==> config.mk <==
export PLATFORM = sky130hd
export DESIGN_NAME = lea_serial_sub
export DESIGN_NICKNAME = d
export VERILOG_FILES = /design/src/rtl/lea_serial_sub.sv
export SDC_FILE = /design/constraint.sdc
export NUM_CORES = 1
export LEC_CHECK = 0
export ABC_CLOCK_PERIOD_IN_PS = 2430
export BUFFER_PORTS_ARGS = -buffer_cell sky130_fd_sc_hd__buf_2
export CAP_MARGIN = 20
export CORE_UTILIZATION = 39
export DETAILED_ROUTE_END_ITERATION = 8
export GPL_TIMING_DRIVEN = 0
export PLACE_DENSITY = 0.62
export SLEW_MARGIN = 20
export SYNTH_ARGS = -nofsm -noshare
export SYNTH_HDL_FRONTEND = slang
export SYNTH_SLANG_ARGS = --single-unit
==> constraint.sdc <==
create_clock -name CLK -period 2.43 [get_ports CLK]
set_clock_uncertainty 0.1 [all_clocks]
set_input_delay 0.486 -clock CLK [delete_from_list [all_inputs] [get_ports CLK]]
set_output_delay 0.486 -clock CLK [all_outputs]
set_load 0.01 [all_outputs]
==> src/rtl/lea_serial_sub.sv <==
// Digit-serial add/subtract: one DIGIT-bit slice per cycle, LSB slice first, valid/ready on both sides.
// Optional zero flag output ZF is built when LEA_SUB_ZFLAG_EN is defined.
module lea_serial_sub #(
  parameter int WIDTH = 32,
  parameter int DIGIT = 8
) (
  input  logic             CLK,
  input  logic             RST,
  input  logic             IN_VALID,
  output logic             IN_READY,
  input  logic             OP,
  input  logic [WIDTH-1:0] A,
  input  logic [WIDTH-1:0] B,
  input  logic             Bin,
  output logic             OUT_VALID,
  input  logic             OUT_READY,
  output logic [WIDTH-1:0] D,
  output logic             Bout
`ifdef LEA_SUB_ZFLAG_EN
  ,
  output logic             ZF
`endif
);

  localparam int N  = WIDTH / DIGIT;
  localparam int IW = (N > 1) ? $clog2(N) : 1;

  typedef enum logic [1:0] {
    IDLE = 2'd0,
    RUN  = 2'd1,
    DONE = 2'd2
  } state_t;

  state_t           state, state_nx;
  logic [IW-1:0]    idx;
  logic [WIDTH-1:0] a_q, b_q, d_q;
  logic             op_q, carry_q;
  logic             hs_in, last_slice;
  logic [DIGIT:0]   slice_res;
  logic [WIDTH+DIGIT-1:0] d_cat;

  assign IN_READY   = (state == IDLE) & ~RST;
  assign OUT_VALID  = (state == DONE);
  assign hs_in      = IN_VALID & IN_READY;
  assign last_slice = (idx == IW'(N - 1));

  always_ff @(posedge CLK) begin
    if (RST) state <= IDLE;
    else     state <= state_nx;
  end

  always_comb begin
    state_nx = state;
    case (state)
      IDLE:    if (hs_in) state_nx = RUN;
      RUN:     if (last_slice) state_nx = DONE;
      DONE:    if (OUT_READY) state_nx = IDLE;
      default: state_nx = IDLE;
    endcase
  end

  // Top bit of the (DIGIT+1)-bit result is the carry (add) or borrow (subtract) into the next slice.
  always_comb begin
    slice_res = '0;
    if (op_q)
      slice_res = {1'b0, a_q[DIGIT-1:0]} + {1'b0, b_q[DIGIT-1:0]} + {{DIGIT{1'b0}}, carry_q};
    else
      slice_res = {1'b0, a_q[DIGIT-1:0]} - {1'b0, b_q[DIGIT-1:0]} - {{DIGIT{1'b0}}, carry_q};
  end

  // Result slices enter at the top and shift down, so slice 0 lands at the LSB after N steps.
  assign d_cat = {slice_res[DIGIT-1:0], d_q};

  always_ff @(posedge CLK) begin
    if (RST) begin
      idx     <= '0;
      a_q     <= '0;
      b_q     <= '0;
      op_q    <= 1'b0;
      carry_q <= 1'b0;
      d_q     <= '0;
    end else if (hs_in) begin
      idx     <= '0;
      a_q     <= A;
      b_q     <= B;
      op_q    <= OP;
      carry_q <= Bin;
    end else if (state == RUN) begin
      idx     <= last_slice ? '0 : idx + IW'(1);
      a_q     <= a_q >> DIGIT;
      b_q     <= b_q >> DIGIT;
      carry_q <= slice_res[DIGIT];
      d_q     <= d_cat[WIDTH+DIGIT-1:DIGIT];
    end
  end

  assign D    = d_q;
  assign Bout = carry_q;

`ifdef LEA_SUB_ZFLAG_EN
  logic zf_q;

  always_ff @(posedge CLK) begin
    if (RST)                zf_q <= 1'b0;
    else if (hs_in)         zf_q <= 1'b1;
    else if (state == RUN)  zf_q <= zf_q & (slice_res[DIGIT-1:0] == '0);
  end

  assign ZF = zf_q;
`endif

endmodule

==> flow_summary.yaml <==
sta:
  layout_setup_ws_ns: 0.0648
  final_hold_viol_count: 0
  fin_hold_ws_ns: 0.263
  worstMarginPinSlew_ns: 0.609
  period_needed_ns: 2.37
  period_share_pct: 97.3
  slew_headroom_pct: 59.4
  setup_viol: 0
  max_freq_mhz: 423
  maxSlewViolCount: 0
global_routing:
  grt_pass1_vias: 4322
  antenna_found_initial: 3
  grt_usage_pct: 21.6
  overflow: 0
  grt_pass1_wl_mm: 21.6
  grt_max_degree: 16
routing:
  num_vias: 4551
  post_drt_wl_per_cell_microns: 15.6
  first_iter_violations: 274
  first_pass_iters: 4
  drcViolationCount: 0
  routed_via_density: 5.24
  wirelength_mm: 13.5
  ant_nets: 0
clock_tree:
  insertion_delay_ns: 0.35
  numClockSinks: 102
  hold_buffers: 0
  numCtsBuffers: 9
  ctsLongestPathBuffers: 2
  htreeDepth: 3
  clk_pin_slew_ns: 0.06
  cts_root_buffer: "clkbuf_16"
  cts_tree: "yes"
critical_path:
  cp_slowest_stage_delay_ns: 0.40
  cp_slowest_cell: "fa_1"
  path_cells: "buf_4 -> fa_1 -> inv_1 -> ha_1 -> a21oi_2 -> nor2_1 -> a211oi_2 -> xor2_1 -> a2111oi_2"
  path_buf_inv: 2
  critPathKind: "reg2reg"
  start_kind: "register"
  critPathTopFamily: "compound AO/OA/AOI/OAI gates"
  crit_path_end_kind: "register"
  crit_fanout: 3
  cp.required_ns: 2.57
  arrival_ns: 2.51
floorplanning:
  pin_count: 105
  start_util_pct: 39.9
  num_rows: 40
  design.core.area_sq_um: 12000
  die_w_microns: 113
  dieArea_sq_um: 12700
  die_h_microns: 113
cells_and_area:
  final_cell_area_sq_um: 5970
  fin_nets: 812
  fin_util_pct: 49.7
  drive_above_1_share_pct: 24.5
  syn_to_final_growth_pct: 24.5
pwr:
  p_leak_nw: 2.41
  total_power_mw: 4.21
  peakVddDrop_mv: 0.423
  p_per_area_nw_per_um2: 705
logic_synthesis:
  syn-num-nets: 693
  synth_edf_count: 0
  ys_ff_latch: 102
  yosysSeqAreaShare_pct: 42.6
  synth_top_area_share_pct: 42.6
  yosysMostFrequentCell: "nand2_1"
  yosys_warnings: 0
  synth_common_cells: "140 x nand2_1, 102 x dfxtp_1, 87 x a21oi_1"
  async_flop_share_pct: 0
  synth.area.top_cells: "dfxtp_1 43%, nand2_1 11%, a21oi_1 9.1%, ha_1 5.7%, a22oi_1 5.0%"
  syn_avg_cell_area_sq_um: 8.03
  ys_types: 44
  synth_ff_type: "dfxtp_1"
  yosysTopAreaCell: "dfxtp_1"
  synth_cells: 597
  netlist_area_sq_um: 4800
place:
  dp_slack_ns: -0.149
  place.gp.congestion: 0.923
  port-buffer-count: 103
  hpwl_mm: 10.4
  place_area_sq_um: 5500
run_status:
  status: "complete, no violations"
flow_run:
  drv_cap: 0
hold_path:
  hold_path_class: "in2reg"
==> registers in the layout, indices dropped and copies added, names as in the netlist <==
signal and flops:
op_q 1, a_q 32, Bout 1, b_q 32, state 2, idx 2, D 32
==> where the power goes <==
part	switching (mW)	internal [mW]	total, mW
Sequential	0.0731	1.76	1.84
Clock	0.605	0.949	1.55
Combinational	0.472	0.346	0.819
==> worst reg2reg max path: stages (launching register included) <==
cell,delay [ns]
dfxtp_4,0.36
buf_4,0.13
fa_1,0.40
inv_1,0.08
ha_1,0.25
a21oi_2,0.17
nor2_1,0.08
a211oi_2,0.22
xor2_1,0.12
a2111oi_2,0.35
==> per-stage QoR <==
step | setup TNS, ns | std cells
2_1_floorplan | 0 | 597
3_3_place_gp | -0.135 | 847
3_5_place_dp | -0.210 | 847
4_1_cts | -0.0738 | 862
5_1_grt | -0.0214 | 867
6_report | 0 | 868
==> per-layer routing <==
metal | vias up | GRT usage [%] | part of all wire, %
met2 | 117 | 35.5 | 46
met3 | 18 | 4.82 | 6.0
met4 | 2 | 7.46 | 1.6
li1 | 2294 | - | -
met1 | 2120 | 27.9 | 46
met5 | - | 0 | 0.096
==> cells in the final DEF (no fill, tap or decap), types with 4 or more instances in the layout <==
master	instances
nand2_1	140
clkbuf_16	9
nor3_1	9
nor2_1	35
clkbuf_1	19
inv_2	8
dfxtp_1	98
inv_1	20
a311oi_1	16
buf_1	4
a21oi_1	85
buf_2	117
ha_1	17
nand3_1	19
a22oi_1	32
xor2_1	4
o21ai_0	6
xnor2_1	6
buf_4	11
==> cells by family after synthesis <==
| logic type | share of synthesized area (%) |
|---|---|
| muxes | 0.861 |
| AOI/OAI and AO/OA | 21.4 |
| adders and majority gates | 7.41 |
| and+or+nand+nor | 19.5 |
| DFF | 42.6 |
| xor gates and xnor gates | 1.83 |
| buffers and inverters | 6.39 |
==> worst paths after layout <==
kind                       startpoint                  to  slack [ns]  cells past startpoint
hold reg to reg     D[2]$_SDFFE_PP0P_   D[2]$_SDFFE_PP0P_        0.35                      2
setup reg to reg  b_q[0]$_SDFFE_PP0P_  D[31]$_SDFFE_PP0P_        0.06                      9
setup / recovery  b_q[0]$_SDFFE_PP0P_  D[31]$_SDFFE_PP0P_        0.06                      9
hold / removal                     OP   op_q$_SDFFE_PP0P_        0.26                      3
==> what timing repair did <==
action | in CTS | in global routing
setup buffers | 1 | 4
endpoints found under the hold margin | 0 | 0
resized for setup | 6 | 24
setup endpoints to repair | 3 | 5
pin swaps | 1 | 8
==> final cells by class <==
class	instances	area, sq um
clock inverters	3	68.8
well taps	147	184
inverters	28	105
clock buffers	11	253
multi-input cells	424	2550
repair buffers	108	553
flip-flops and latches	102	2050
plain buffers	43	201
diodes	2	5.00
fillers	1177	6040
Note: power is estimated with default switching activity, not from simulation.
